===== src/rtl/matrix_op_defs_pkg.sv =====
// Shared definitions for the matrix operator result path: block geometry,
// writer FSM states, shape-word encoding and block capacity check.
package matrix_op_defs_pkg;

  localparam int MATRIX_BLOCK_SIZE     = 256;
  localparam int MATRIX_ADDR_WIDTH     = 12;
  localparam int MATRIX_DATA_WIDTH     = 32;
  localparam int MATRIX_METADATA_WORDS = 3;
  localparam int MATRIX_NAME_BYTES     = 8;

  typedef enum logic [2:0] {
    WR_IDLE,
    WR_META,
    WR_STREAM,
    WR_FILL,
    WR_DONE
  } matrix_writer_state_e;

  // Shape word layout: rows in [15:8], cols in [7:0], upper bits zero.
  function automatic logic [31:0] encode_shape_word(input logic [7:0] rows,
                                                    input logic [7:0] cols);
    return {16'h0000, rows, cols};
  endfunction

  function automatic logic is_data_capacity_ok(input logic [15:0] count,
                                               input int block_size,
                                               input int meta_words);
    return (count != 16'd0) && (int'(count) <= (block_size - meta_words));
  endfunction

endpackage


===== src/rtl/matrix_result_writer_if.sv =====
// Request/stream/status bundle between a matrix operator (master) and the
// result writer (slave).
interface matrix_result_writer_if #(
  parameter int DATA_WIDTH = 32
);
  import matrix_op_defs_pkg::*;

  logic                                 write_request;
  logic                                 write_ready;
  logic [2:0]                           matrix_id;
  logic [7:0]                           actual_rows;
  logic [7:0]                           actual_cols;
  logic [0:MATRIX_NAME_BYTES-1][7:0]    matrix_name;
  logic [DATA_WIDTH-1:0]                data_in;
  logic                                 data_valid;
  logic                                 writer_ready;
  logic                                 write_done;
  logic                                 write_error;
  logic                                 busy;

  modport master (
    output write_request, matrix_id, actual_rows, actual_cols, matrix_name,
           data_in, data_valid,
    input  write_ready, writer_ready, write_done, write_error, busy
  );

  modport slave (
    input  write_request, matrix_id, actual_rows, actual_cols, matrix_name,
           data_in, data_valid,
    output write_ready, writer_ready, write_done, write_error, busy
  );

endinterface


===== src/rtl/matrix_address_getter.sv =====
// Base word address of a matrix block: matrix_id * BLOCK_SIZE, wrapped to
// the BRAM address width.
module matrix_address_getter #(
  parameter int BLOCK_SIZE = 256,
  parameter int ADDR_WIDTH = 12
) (
  input  logic [2:0]            matrix_id,
  output logic [ADDR_WIDTH-1:0] base_addr
);

  assign base_addr = ADDR_WIDTH'(32'(matrix_id) * 32'(BLOCK_SIZE));

endmodule


===== src/rtl/matrix_result_writer.sv =====
// Stores one operator result (metadata words, then row-major data) into its
// matrix BRAM block. Optional tail zeroing: MATRIX_WRITER_ZERO_FILL_EN.
module matrix_result_writer
  import matrix_op_defs_pkg::*;
#(
  parameter int BLOCK_SIZE = MATRIX_BLOCK_SIZE,
  parameter int ADDR_WIDTH = MATRIX_ADDR_WIDTH,
  parameter int DATA_WIDTH = MATRIX_DATA_WIDTH
) (
  input  logic                  clk,
  input  logic                  rst_n,
  matrix_result_writer_if.slave wr,
  output logic                  mem_we,
  output logic [ADDR_WIDTH-1:0] mem_addr,
  output logic [DATA_WIDTH-1:0] mem_din
);

  localparam int META = MATRIX_METADATA_WORDS;
  localparam logic [ADDR_WIDTH-1:0] META_LAST = ADDR_WIDTH'(META - 1);
`ifdef MATRIX_WRITER_ZERO_FILL_EN
  localparam logic [ADDR_WIDTH-1:0] BLOCK_LAST = ADDR_WIDTH'(BLOCK_SIZE - 1);
`endif

  matrix_writer_state_e              state_reg;
  logic [2:0]                        id_reg;
  logic [7:0]                        rows_reg;
  logic [7:0]                        cols_reg;
  logic [0:MATRIX_NAME_BYTES-1][7:0] name_reg;
  logic [15:0]                       count_reg;
  logic [15:0]                       beat_idx_reg;
  logic [ADDR_WIDTH-1:0]             word_idx_reg;
  logic                              write_ready_reg;
  logic                              writer_ready_reg;
  logic                              write_done_reg;
  logic                              write_error_reg;
  logic                              busy_reg;

  logic [ADDR_WIDTH-1:0]             base_addr;
  logic [15:0]                       req_count;
  logic                              beat_accept;
  logic [31:0]                       name_lo;
  logic [31:0]                       name_hi;
  logic [DATA_WIDTH-1:0]             meta_word;

  matrix_address_getter #(
    .BLOCK_SIZE (BLOCK_SIZE),
    .ADDR_WIDTH (ADDR_WIDTH)
  ) u_addr_getter (
    .matrix_id (id_reg),
    .base_addr (base_addr)
  );

  assign req_count   = 16'(wr.actual_rows) * 16'(wr.actual_cols);
  assign beat_accept = (state_reg == WR_STREAM) && writer_ready_reg && wr.data_valid;

  // Name bytes packed little-endian: byte 0 lands in bits [7:0] of word 1.
  for (genvar gi = 0; gi < 4; gi++) begin : g_name_pack
    assign name_lo[gi*8 +: 8] = name_reg[gi];
    assign name_hi[gi*8 +: 8] = name_reg[gi+4];
  end

  always_comb begin
    meta_word = '0;
    if (word_idx_reg == ADDR_WIDTH'(0))
      meta_word = DATA_WIDTH'(encode_shape_word(rows_reg, cols_reg));
    else if (word_idx_reg == ADDR_WIDTH'(1))
      meta_word = DATA_WIDTH'(name_lo);
    else if (word_idx_reg == ADDR_WIDTH'(2))
      meta_word = DATA_WIDTH'(name_hi);
  end

  always_comb begin
    mem_we   = 1'b0;
    mem_din  = '0;
    mem_addr = base_addr + word_idx_reg;
    case (state_reg)
      WR_META: begin
        mem_we  = 1'b1;
        mem_din = meta_word;
      end
      WR_STREAM: begin
        // Oversized results are drained but never reach memory.
        mem_we  = beat_accept && !write_error_reg;
        mem_din = wr.data_in;
      end
      WR_FILL:  mem_we = 1'b1;
      default:  mem_we = 1'b0;
    endcase
  end

  always_ff @(posedge clk or negedge rst_n) begin
    if (!rst_n) begin
      state_reg        <= WR_IDLE;
      id_reg           <= '0;
      rows_reg         <= '0;
      cols_reg         <= '0;
      name_reg         <= '0;
      count_reg        <= '0;
      beat_idx_reg     <= '0;
      word_idx_reg     <= '0;
      write_ready_reg  <= 1'b1;
      writer_ready_reg <= 1'b0;
      write_done_reg   <= 1'b0;
      write_error_reg  <= 1'b0;
      busy_reg         <= 1'b0;
    end else begin
      case (state_reg)
        WR_IDLE, WR_DONE: begin
          if (wr.write_request) begin
            id_reg          <= wr.matrix_id;
            rows_reg        <= wr.actual_rows;
            cols_reg        <= wr.actual_cols;
            name_reg        <= wr.matrix_name;
            count_reg       <= req_count;
            beat_idx_reg    <= '0;
            word_idx_reg    <= '0;
            write_done_reg  <= 1'b0;
            write_error_reg <= 1'b0;
            if (req_count == 16'd0) begin
              write_error_reg <= 1'b1;
              write_done_reg  <= 1'b1;
              state_reg       <= WR_DONE;
            end else if (!is_data_capacity_ok(req_count, BLOCK_SIZE, META)) begin
              write_error_reg  <= 1'b1;
              writer_ready_reg <= 1'b1;
              write_ready_reg  <= 1'b0;
              busy_reg         <= 1'b1;
              state_reg        <= WR_STREAM;
            end else begin
              write_ready_reg <= 1'b0;
              busy_reg        <= 1'b1;
              state_reg       <= WR_META;
            end
          end
        end
        WR_META: begin
          word_idx_reg <= word_idx_reg + 1'b1;
          if (word_idx_reg == META_LAST) begin
            writer_ready_reg <= 1'b1;
            state_reg        <= WR_STREAM;
          end
        end
        WR_STREAM: begin
          if (beat_accept) begin
            word_idx_reg <= word_idx_reg + 1'b1;
            beat_idx_reg <= beat_idx_reg + 16'd1;
            if (beat_idx_reg == count_reg - 16'd1) begin
              writer_ready_reg <= 1'b0;
`ifdef MATRIX_WRITER_ZERO_FILL_EN
              if (!write_error_reg && (word_idx_reg != BLOCK_LAST)) begin
                state_reg <= WR_FILL;
              end else begin
                write_done_reg  <= 1'b1;
                write_ready_reg <= 1'b1;
                busy_reg        <= 1'b0;
                state_reg       <= WR_DONE;
              end
`else
              write_done_reg  <= 1'b1;
              write_ready_reg <= 1'b1;
              busy_reg        <= 1'b0;
              state_reg       <= WR_DONE;
`endif
            end
          end
        end
`ifdef MATRIX_WRITER_ZERO_FILL_EN
        WR_FILL: begin
          word_idx_reg <= word_idx_reg + 1'b1;
          if (word_idx_reg == BLOCK_LAST) begin
            write_done_reg  <= 1'b1;
            write_ready_reg <= 1'b1;
            busy_reg        <= 1'b0;
            state_reg       <= WR_DONE;
          end
        end
`endif
        default: state_reg <= WR_IDLE;
      endcase
    end
  end

  assign wr.write_ready  = write_ready_reg;
  assign wr.writer_ready = writer_ready_reg;
  assign wr.write_done   = write_done_reg;
  assign wr.write_error  = write_error_reg;
  assign wr.busy         = busy_reg;

endmodule


===== src/flat_wrapper.sv =====
// flat-port wrapper written by rule: the top's interface ports become plain ports
module matrix_result_writer_flat import matrix_op_defs_pkg::*;
#(
  parameter int BLOCK_SIZE = MATRIX_BLOCK_SIZE,
  parameter int ADDR_WIDTH = MATRIX_ADDR_WIDTH,
  parameter int DATA_WIDTH = MATRIX_DATA_WIDTH
)
  (clk, rst_n, mem_we, mem_addr, mem_din, wr_write_request, wr_matrix_id, wr_actual_rows, wr_actual_cols, wr_matrix_name, wr_data_in, wr_data_valid, wr_write_ready, wr_writer_ready, wr_write_done, wr_write_error, wr_busy);
  matrix_result_writer_if #(.DATA_WIDTH(DATA_WIDTH)) wr_i ();
  input  logic clk;
  input  logic rst_n;
  output logic mem_we;
  output logic [ADDR_WIDTH-1:0] mem_addr;
  output logic [DATA_WIDTH-1:0] mem_din;
  input wire logic [$bits(wr_i.write_request)-1:0] wr_write_request;
  input wire logic [$bits(wr_i.matrix_id)-1:0] wr_matrix_id;
  input wire logic [$bits(wr_i.actual_rows)-1:0] wr_actual_rows;
  input wire logic [$bits(wr_i.actual_cols)-1:0] wr_actual_cols;
  input wire logic [$bits(wr_i.matrix_name)-1:0] wr_matrix_name;
  input wire logic [$bits(wr_i.data_in)-1:0] wr_data_in;
  input wire logic [$bits(wr_i.data_valid)-1:0] wr_data_valid;
  output wire logic [$bits(wr_i.write_ready)-1:0] wr_write_ready;
  output wire logic [$bits(wr_i.writer_ready)-1:0] wr_writer_ready;
  output wire logic [$bits(wr_i.write_done)-1:0] wr_write_done;
  output wire logic [$bits(wr_i.write_error)-1:0] wr_write_error;
  output wire logic [$bits(wr_i.busy)-1:0] wr_busy;
  assign wr_i.write_request = wr_write_request;
  assign wr_i.matrix_id = wr_matrix_id;
  assign wr_i.actual_rows = wr_actual_rows;
  assign wr_i.actual_cols = wr_actual_cols;
  assign wr_i.matrix_name = wr_matrix_name;
  assign wr_i.data_in = wr_data_in;
  assign wr_i.data_valid = wr_data_valid;
  assign wr_write_ready = wr_i.write_ready;
  assign wr_writer_ready = wr_i.writer_ready;
  assign wr_write_done = wr_i.write_done;
  assign wr_write_error = wr_i.write_error;
  assign wr_busy = wr_i.busy;
  matrix_result_writer #(.BLOCK_SIZE(BLOCK_SIZE), .ADDR_WIDTH(ADDR_WIDTH), .DATA_WIDTH(DATA_WIDTH)) u_core (.clk(clk), .rst_n(rst_n), .wr(wr_i), .mem_we(mem_we), .mem_addr(mem_addr), .mem_din(mem_din));
endmodule

===== config.mk =====
export PLATFORM = sky130hd
export DESIGN_NAME = matrix_result_writer_flat
export DESIGN_NICKNAME = d
export VERILOG_FILES = /design/src/rtl/matrix_op_defs_pkg.sv /design/src/rtl/matrix_result_writer_if.sv /design/src/rtl/matrix_address_getter.sv /design/src/rtl/matrix_result_writer.sv /design/src/flat_wrapper.sv
export SDC_FILE = /design/constraint.sdc
export NUM_CORES = 1
export LEC_CHECK = 0
export ABC_AREA = 1
export ABC_CLOCK_PERIOD_IN_PS = 3750
export CORE_MARGIN = 5
export CORE_UTILIZATION = 25
export CTS_CLUSTER_SIZE = 40
export DETAILED_ROUTE_END_ITERATION = 12
export GPL_ROUTABILITY_DRIVEN = 1
export MAX_ROUTING_LAYER = met4
export PLACE_DENSITY = 0.55
export SLEW_MARGIN = 25
export SYNTH_ARGS = -nofsm -noshare
export SYNTH_HDL_FRONTEND = slang
export SYNTH_HIERARCHICAL = 1
export SYNTH_SLANG_ARGS = --single-unit

===== constraint.sdc =====
create_clock -name clk -period 3.75 [get_ports clk]
set_input_delay 1.125 -clock clk [delete_from_list [all_inputs] [get_ports clk]]
set_output_delay 1.125 -clock clk [all_outputs]
set_load 0.03 [all_outputs]

Word level (Yosys, flattened, before mapping)
Cells that the tools add are included.
Widths: inputs -> output; s select.
{ "op_classes": {"add_sub_neg": 4, "multipliers": 1, "magnitude_cmp": 1, "eq_ne": 13, "n_mux": 38, "n_reduce_logical": 20} }
{ "op_table": {"columns": ["op", "n"], "rows": [
  ["$mux 32", 3],
  ["$pmux 32 s2", 1],
  ["$pmux 12 s3", 1],
  ["$mux 16", 2],
  ["$pmux 16 s2", 1],
  ["$mux 12", 2],
  ["$add 16x1->16 const B", 1],
  ["$eq 16x16->1", 1],
  ["$le 16x8->1 const B", 1],
  ["$logic_not 16->1", 1],
  ["$mul 8x8->16", 1],
  ["$mux 1", 16],
  ["$reduce_bool 16->1", 1],
  ["$sub 16x1->16 const B", 1],
  ["$mux 3", 5],
  ["$add 11x12->12", 1],
  ["$add 12x1->12 const B", 1],
  ["$eq 12x1->1 const B", 1],
  ["$eq 12x2->1 const B", 1],
  ["$logic_not 12->1", 1],
  ["$pmux 3 s3", 1],
  ["$ne 2x2->1 const B", 4],
  ["$pmux 1 s2", 4],
  ["$reduce_and 4->1", 2],
  ["16 further kinds", 23]
]} }
{ "word_totals": {"reg_bits": 135, "output_inout_bits": 50} }

Depth between registers and ports, before layout
Gate-level depths: netlist (run 1).
{ "logic_depth": {"ltp_word": 7, "depth_mapped": 28, "ltp_nobuf": 27} }

Cells and area by module
The synthesis (run 1) kept the hierarchy.
{ "by_module_without_submodules": {"columns": ["mod", "instances", "cells_per_inst", "area_each_um2"], "rows": [
  ["matrix_result_writer", 1, 1467, 10177.3],
  ["matrix_address_getter", 1, 13, 93.8]
]} }

Worst setup path after synthesis (run 1)
Ideal clock, no wire load.
{ "synth_path": {"kind": "input to register", "startpoint": "input wr_actual_rows[0]", "endpoint": "register u_core.busy_reg, in the netlist u_core/wr.busy", "setup_time_ps": 77, "arrival_time_ps": 5173, "path_slack_ps": -1500, "stages": 25, "cell_sequence": "clkbuf_1 -> nand2_1 -> fa_1 -> fa_1 -> inv_1 -> fa_1 -> inv_1 -> fa_1 -> inv_1 -> ha_1 -> nand2_1 -> nand2_1 -> a21oi_1 -> nand2_1 -> nand2_1 -> nand2_1 -> nor2_1 -> nand2_1 -> nor2_1 -> nand3_1 -> nand2_1 -> nand2_1 -> nand2_1 -> nand2_1 -> o21ai_1"} }
{ "synth_via": {"elab_chain_len": 4} }
{ "synth_rtl": {"columns": ["item", "line", "rtl"], "rows": [
  ["start: declaration", "flat_wrapper.sv:17", "input wire logic [$bits(wr_i.actual_rows)-1:0] wr_actual_rows;"],
  ["$mul 8x8->16", "matrix_result_writer.sv:53", "assign req_count = 16'(wr.actual_rows) * 16'(wr.actual_cols);"],
  ["$logic_not 16->1", "matrix_result_writer.sv:119", "if (req_count == 16'd0) begin"],
  ["$ne 2x2->1 (no source line)", null, null],
  ["$reduce_and 5->1 (no source line)", null, null],
  ["end signal: assignment", "matrix_result_writer.sv:105", "busy_reg <= 1'b0;"],
  ["end signal: assignment", "matrix_result_writer.sv:127", "busy_reg <= 1'b1;"],
  ["end signal: assignment", "matrix_result_writer.sv:131", "busy_reg <= 1'b1;"],
  ["end: declaration", "matrix_result_writer.sv:36", "logic busy_reg;"]
]} }
Every way passes these cells.
A chain may end at the register's enable or synchronous reset.

Worst setup path in the final report (run 1)
{ "layout_path": {"startpoint": "input wr_actual_rows[4]", "endpoint": "register u_core.state_reg[1]"} }
{ "layout_via": {"elab_chain_len": 7, "elab_cells_between_ends": 9, "classes_between": "1 x mul; 1 x order compare; 4 x mux; 3 x reduce/logical"} }
{ "layout_rtl": {"columns": ["item", "line", "rtl"], "rows": [
  ["$mul 8x8->16 *", "matrix_result_writer.sv:53", null],
  ["$le 16x8->1 or $reduce_bool 16->1 (tied branches)", "matrix_op_defs_pkg.sv:28", "return (count != 16'd0) && (int'(count) <= (block_size - meta_words));"],
  ["$logic_and 1x1->1", "matrix_op_defs_pkg.sv:28", null],
  ["$mux 2", "matrix_result_writer.sv:123", "end else if (!is_data_capacity_ok(req_count, BLOCK_SIZE, META)) begin"],
  ["$mux 3 *", "matrix_result_writer.sv:119", null],
  ["$mux 3 *", "matrix_result_writer.sv:109", "if (wr.write_request) begin"],
  ["$pmux 3 s3 *", "matrix_result_writer.sv:107", "case (state_reg)"],
  ["end signal: assignment", "matrix_result_writer.sv:122", "state_reg <= WR_DONE;"],
  ["end signal: assignment", "matrix_result_writer.sv:128", "state_reg <= WR_STREAM;"],
  ["end signal: assignment", "matrix_result_writer.sv:132", "state_reg <= WR_META;"],
  ["end: declaration", "matrix_result_writer.sv:24", "matrix_writer_state_e state_reg;"]
]} }
Mark *: on every way between the ends. The rest lies on a longest branch, timed or not. The select of a mux whose other input is x is not followed.

==> qor.yml, run 1 <==
cells_and_area:
  nFillCells: 4312
  drive_above_1_share: 0.1931
  finalNetCount: 1896
  final_cell_count_no_fill: 2232
  syn_to_final_growth_pct: 39.55
drt:
  wirelength_mm: 31.70
  wl_per_cell_um: 14.20
  drtIter0Drc: 529
  via_count: 9936
  dr.pass1.iters: 5
  via_per_inst: 4.452
  drcViolationCount: 0
  ant_nets: 0
global_route:
  grt_util_all_layers: 0.1402
  grt_start_max_net_pins: 112
  grt.overflow.total: 0
  antenna_found_initial: 1
  grt_pass1_vias: 9693
  grt_pass1_wl_mm: 50.05
sta:
  finClkSkew_ns: 0.01309
  setup_violations: 19
  timing.final.ws_setup_ns: -0.9688
  rsz0062_at_grt: "yes"
  fin_setup_tns_ns: -10.60
  tightest_slew_ns: 0.6140
  timing.final.hold_violations: 0
  post-route-period-util: 1.258
  slew_viol_final: 0
  slew_headroom: 0.5906
  min_period_ns: 4.719
  max_freq_mhz: 211.9
pwr:
  power.density_nw_per_um2: 731.8
  p_seq_frac: 0.233
  netSwitchingFraction: 0.4725
  power_leakage_nw: 7.377
  p_int_mw: 5.533
  power.share.clock: 0.158
  p_total_mw: 10.49
  peakVddDrop_uv: 320.2
  power.switching_mw: 4.956
  combPwrFrac: 0.608
status:
  violations: "negative setup slack"
  outcome: "finished, violations left"
synth:
  synth-async-reset-ratio: 1.000
  ys_seq_area_frac: 0.3290
  avgSynthCellArea_sq_um: 6.940
  yosys-top-cells-count: "nand2_1 (601), inv_1 (199), dfrtp_1 (134)"
  netlist_area_sq_um: 10270
  synthTopCellsByArea: "dfrtp_1 (33%), nand2_1 (22%), inv_1 (7.3%)"
  synth_flop_cell: "dfrtp_1"
  yosys.area.top_type_share: 0.3265
  syn_inst: 1480
  synth-warning-count: 6
  synth_cell_type_count: 43
  yosys.area.top_type: "dfrtp_1"
  synth-seq-cells: 135
  synth_edf_count: 0
  yosysMostFrequentCell: "nand2_1"
floorplan:
  num_rows: 74
  start_util: 0.2521
  die_h_um: 212.7
  io_pins: 169
  dieArea_sq_um: 45240
  fp.coreArea_sq_um: 40740
  dieWidth_um: 212.7
setup_path:
  worstRegToRegCells: 13
  crit_buf_inv: 5
  cp_max_fo: 4
  r2r-end: "u_core/beat_idx_reg[12]$_DFFE_PN0P_"
  worstSetupPathType: "in2reg"
  worstPathArrival_ns: 5.03
  reg2reg_slack_ns: 1.16
  cp_top_family: "adder cells"
  worstSetupStartpointType: "input pin"
  max_stage_delay_ns: 0.55
  end_kind: "flop"
  path_common_cell: "nand2_1"
  slowest_stage: "fa_1"
  worstPathRequired_ns: 4.06
  rr_startpoint: "u_core/state_reg[2]$_DFFE_PN0P_"
clocking:
  cts_made_buffers: 17
  h-tree-depth: 4
  cts_sinks: 135
  clk_path_buf_depth: 2
  cts_tree: "done"
  hold_buffers: 0
  cts.reportedPaths.clkPinSlew_ns: 0.06
  cts_root_buf: "clkbuf_16"
  clock_latency_ns: 0.42
placement:
  dp.cells: 2177
  io_buffer_count: 168
  gp_congestion: 0.8674
  dpl.hpwl_mm: 23.48
worst_hold_path:
  worstHoldStart: "u_core/name_lo[7]$_DFFE_PN0P_"
  hold_path_end: "u_core/name_lo[7]$_DFFE_PN0P_"
  whs_path_depth: 2
  hp-class: "reg2reg"
flow_run:
  max-cap-violations: 0
[power by group through the flow]
stage	sequential (mW)	clock [mW]	combinational, mW
floorplan	2.40	0	3.82
global placement	2.46	0	5.58
detailed placement	2.47	0	5.63
CTS	2.45	1.70	5.94
global route	2.52	1.77	7.10
finish	2.45	1.66	6.38
[through the flow]
stage	worst slack [ns]	instance area, sq um	util	hold slack (ns)
floorplan	-1.088	10640	-	0.4422
global placement	-1.925	12990	0.3188	0.4544
detailed placement	-1.967	12990	0.3188	0.4591
CTS	-1.047	13960	0.3426	0.4734
global route	-1.174	14330	0.3518	0.4853
finish	-0.9688	14330	0.3518	0.4709
[routing by layer]
layer  vias up  share of wire  track usage
li1       5010              -            -
met1      4706           0.46       0.1850
met2       186           0.48       0.2243
met3        34          0.036      0.02013
met4         0          0.024      0.04392
met5         -              0            -
[what timing repair did]
item	CTS	global route
cloned	0	1
setup buffers	18	9
endpoints found under the setup margin	21	28
pin swaps	66	69
gates resized for setup	164	77
[cell type report]
| type | count | area [sq um] | area share |
|---|---|---|---|
| tap | 532 | 665.6 | 0.04644 |
| sequential | 135 | 3379 | 0.2358 |
| clock inverter | 13 | 145.1 | 0.01013 |
| timing repair buffer | 255 | 2506 | 0.1748 |
| inverter | 207 | 784.5 | 0.05473 |
| multi-input combinational | 1071 | 6421 | 0.4480 |
| antenna | 1 | 2.502 | 0.0001746 |
| clock buffer | 18 | 429.2 | 0.02994 |
[worst register-to-register path: stages (launching register included)]
cell and delay, ns:
dfrtp_1 0.46, nor3_4 0.35, buf_4 0.44, nor2_2 0.12, nor2_4 0.19, nand3_2 0.12
nor2_2 0.16, nand3_2 0.12, nor2_2 0.13, nand2_1 0.11, nor2_2 0.12, nand2_1 0.06
nand2_1 0.05, nor2_1 0.04
[placed cells by master, fill, tap and decap left out, types with 13 or more instances in the layout]
cell	synthesis	layout
buf_6	0	27
clkdlybuf4s50_1	0	117
inv_1	199	171
o21ai_0	31	21
xor2_1	15	13
clkbuf_16	0	18
nor2_2	10	15
dfrtp_1	134	134
nand3_1	102	93
nor2_1	68	55
nand2_1	601	547
inv_2	8	33
buf_4	12	87
nand4_1	14	14
a21oi_1	34	29
nand2_4	0	16
o211ai_1	16	16
ha_1	53	42
fa_1	37	33
o21ai_1	12	17
nand2_2	2	38
a32o_1	16	16
[worst max-delay path by stage]
| stage | depth (start not counted) | to | start | slack (ns) |
|---|---|---|---|---|
| global route | 26 | u_core/wr.writer_ready$_DFFE_PN0P_ | wr_actual_rows[4] | -1.17 |
| CTS | 26 | u_core/state_reg[1]$_DFFE_PN0P_ | wr_actual_rows[4] | -1.05 |
| finish | 25 | u_core/state_reg[1]$_DFFE_PN0P_ | wr_actual_rows[4] | -0.97 |
| floorplan | 24 | u_core/state_reg[1]$_DFFE_PN0P_ | wr_actual_cols[5] | -1.09 |
| detailed placement | 19 | u_core/wr.writer_ready$_DFFE_PN0P_ | wr_actual_rows[3] | -1.97 |
| global placement | 19 | u_core/wr.writer_ready$_DFFE_PN0P_ | wr_actual_rows[3] | -1.92 |
[logic make-up (layout without fill, tap and decap cells)]
logic type               count (synthesis)  after routing  share of synthesized area
AND/OR/NAND/NOR                        820            820                     0.3263
XOR/XNOR                                26             26                    0.02217
flip-flops                             135            135                     0.3290
buffers and inverters                  282            493                     0.1083
adder cells (fa/ha/maj)                 90             90                     0.1367
AO/OA/AOI/OAI                          126            126                    0.07711
other                                    1             10                  0.0003651
Note: power is estimated with default switching activity, not from simulation.
==> run 2, diff against run 1 <==
--- a/config.mk
+++ b/config.mk
@@ -19,3 +19,4 @@
 export SYNTH_HDL_FRONTEND = slang
 export SYNTH_HIERARCHICAL = 1
 export SYNTH_SLANG_ARGS = --single-unit
+export TNS_END_PERCENT = 10
==> run 2 against run 1 <==
  * The run still ends with negative setup slack left
  * Critical path type unchanged
  * Largest power group unchanged
  * Final area fell by 2.0%
  * Non-clock buffer count did not move
  * Clock skew down 0.0035 ns
==> qor.yml, run 2 (synthesized netlist as in run 1, its figures left out) <==
status:
  outcome: "finished, violations left"
  violations: "negative setup slack"
cells_and_area:
  layout_commonest_cell: "nand2_1"
  post-route-util: 0.3449  # -0.006972
  nFillCells: 4346  # +0.79%
  final_cell_count_no_fill: 2232  # unchanged
  regArea_sq_um: 3379  # unchanged
  finalNetCount: 1896  # unchanged
  drive_above_1_share: 0.1676  # -0.02541
  syn_to_final_growth_pct: 36.79
  multi_input_area_sq_um: 6226  # -3.0%
  antenna_cells: 0  # -1
  layout_common_cells: "nand2_1 (568), inv_1 (185), dfrtp_1 (134)"
  stdcell_area_sq_um: 14050  # -2.0%
placement:
  dp.cells: 2189  # +0.55%
  pre_cts_slack_ns: -1.938  # +0.02955 ns
  placed_cell_area_sq_um: 13050  # +0.49%
  gp_congestion: 0.9033  # +4.1%
  dpl.hpwl_mm: 25.44  # +8.4%
  io_buffer_count: 168  # unchanged
sta:
  timing.final.hold_violations: 0  # unchanged
  max_freq_mhz: 210.9  # -0.50%
  rsz0062_at_grt: "yes"
  post-route-period-util: 1.265  # +0.006373
  worst_hold_slack_ns: 0.4702  # -0.0006660 ns
  setup_violations: 18  # -1
  fin_setup_tns_ns: -11.51  # -0.9091 ns
  slew_viol_final: 0  # unchanged
  slew_headroom: 0.5384  # -0.05227
  timing.final.ws_setup_ns: -0.9927  # -0.02390 ns
  finClkSkew_ns: 0.009624  # -0.003470 ns
  min_period_ns: 4.743  # +0.02390 ns
  tightest_slew_ns: 0.6924  # +0.07840 ns
floorplan:
  dieArea_sq_um: 45240  # unchanged
  io_pins: 169  # unchanged
  num_rows: 74  # unchanged
  dieWidth_um: 212.7  # unchanged
  fp.coreArea_sq_um: 40740  # unchanged
  die_h_um: 212.7  # unchanged
  start_util: 0.2521  # unchanged
drt:
  drtIter0Drc: 636  # +20%
  drcViolationCount: 0  # unchanged
  ant_nets: 0  # unchanged
  wirelength_mm: 32.52  # +2.6%
  via_count: 9894  # -0.42%
  dr.pass1.iters: 5  # unchanged
  via_per_inst: 4.433  # -0.42%
  wl_per_cell_um: 14.57  # +2.6%
clocking:
  cts_root_buf: "clkbuf_16"
  cts.reportedPaths.clkPinSlew_ns: 0.06  # about the same
  clk_path_buf_depth: 2  # unchanged
  h-tree-depth: 4  # unchanged
  clock_latency_ns: 0.42  # about the same
  cts_tree: "done"
  cts_sinks: 135  # unchanged
  cts_made_buffers: 17  # unchanged
global_route:
  antenna_found_initial: 0  # -1
  grt_start_max_net_pins: 88  # -21%
  grt_util_all_layers: 0.1460  # +0.005789
  grt_pass1_wl_mm: 52.01  # +3.9%
  grt_pass1_vias: 9686  # -0.072%
  grt.overflow.total: 0  # unchanged
pwr:
  peakVddDrop_uv: 413.0  # +29%
  power.density_nw_per_um2: 742.6  # +1.5%
  power_leakage_nw: 7.291  # -1.2%
  p_total_mw: 10.43  # -0.53%
worst_hold_path:
  hp-class: "reg2reg"
setup_path:
  cp_max_fo: 4  # unchanged
  end_kind: "flop"
  worstSetupStartpointType: "input pin"
  worstPathRequired_ns: 4.05  # about the same
  worstSetupPathType: "in2reg"
  worstPathArrival_ns: 5.05  # +0.02 ns
flow_run:
  max-cap-violations: 0  # unchanged
## run 2: cell types whose count changed in the layout (fill, tap and decap cells not counted), moves of 9 or more
cell / before / now
buf_4: 87 / 103
buf_6: 27 / 13
inv_1: 171 / 185
inv_2: 33 / 22
nand2_1: 547 / 568
nand2_2: 38 / 28
nand2_4: 16 / 7
## run 2: critical path: stages
cell,delay (ns)
buf_8,0.10
buf_6,0.12
nand2_2,0.05
inv_2,0.04
fa_1,0.51
fa_1,0.50
fa_1,0.49
inv_1,0.05
fa_1,0.49
inv_2,0.04
ha_4,0.24
nand2_4,0.10
inv_2,0.05
a21oi_2,0.14
nand2_1,0.06
nand2_1,0.08
nand2_2,0.06
nor2_1,0.10
nand2_1,0.09
nor2_4,0.16
and2_4,0.18
nand2_2,0.05
nand2_2,0.05
nand2_2,0.06
nand2_2,0.06
nand2_1,0.04
## run 2: worst paths after layout
path	startpoint	to	slack, ns	cells past startpoint
hold / removal	u_core/name_lo[4]$_DFFE_PN0P_	u_core/name_lo[4]$_DFFE_PN0P_	0.47	2
max in group asynchronous	rst_n	u_core/wr.write_ready$_DFFE_PN1P_	2.26	2
min in group asynchronous	rst_n	u_core/name_lo[21]$_DFFE_PN0P_	0.71	1
setup / recovery	wr_actual_rows[3]	u_core/state_reg[1]$_DFFE_PN0P_	-0.99	26
hold reg to reg	u_core/name_lo[4]$_DFFE_PN0P_	u_core/name_lo[4]$_DFFE_PN0P_	0.47	2
setup reg to reg	u_core/state_reg[2]$_DFFE_PN0P_	u_core/word_idx_reg[9]$_DFFE_PN0P_	1.30	11
## run 2: per-layer routing
| layer | GRT usage | share of wire |
|---|---|---|
| met5 | - | 0 |
| met4 | 0.02604 | 0.010 |
| met3 | 0.01925 | 0.041 |
| met2 | 0.2322 | 0.47 |
| met1 | 0.2030 | 0.48 |
## run 2: area by class of cell
cell class,count,area share
timing repair buffer,255,0.1682
sequential,135,0.2405
multi-input combinational,1071,0.4431
clock inverter,13,0.01389
tap,532,0.04738
inverter,207,0.05530
clock buffer,19,0.03153
## run 2: power breakdown
part	switching, mW	internal (mW)
clock network	0.666	1.14
logic	3.76	2.40
registers	0.428	2.04
total	4.86	5.58
## run 2: timing repair
action	CTS	global route
pin swaps	36	38
buffers inserted	9	2
hold buffers	0	0
gates resized for setup	110	45
setup endpoints to repair	20	27
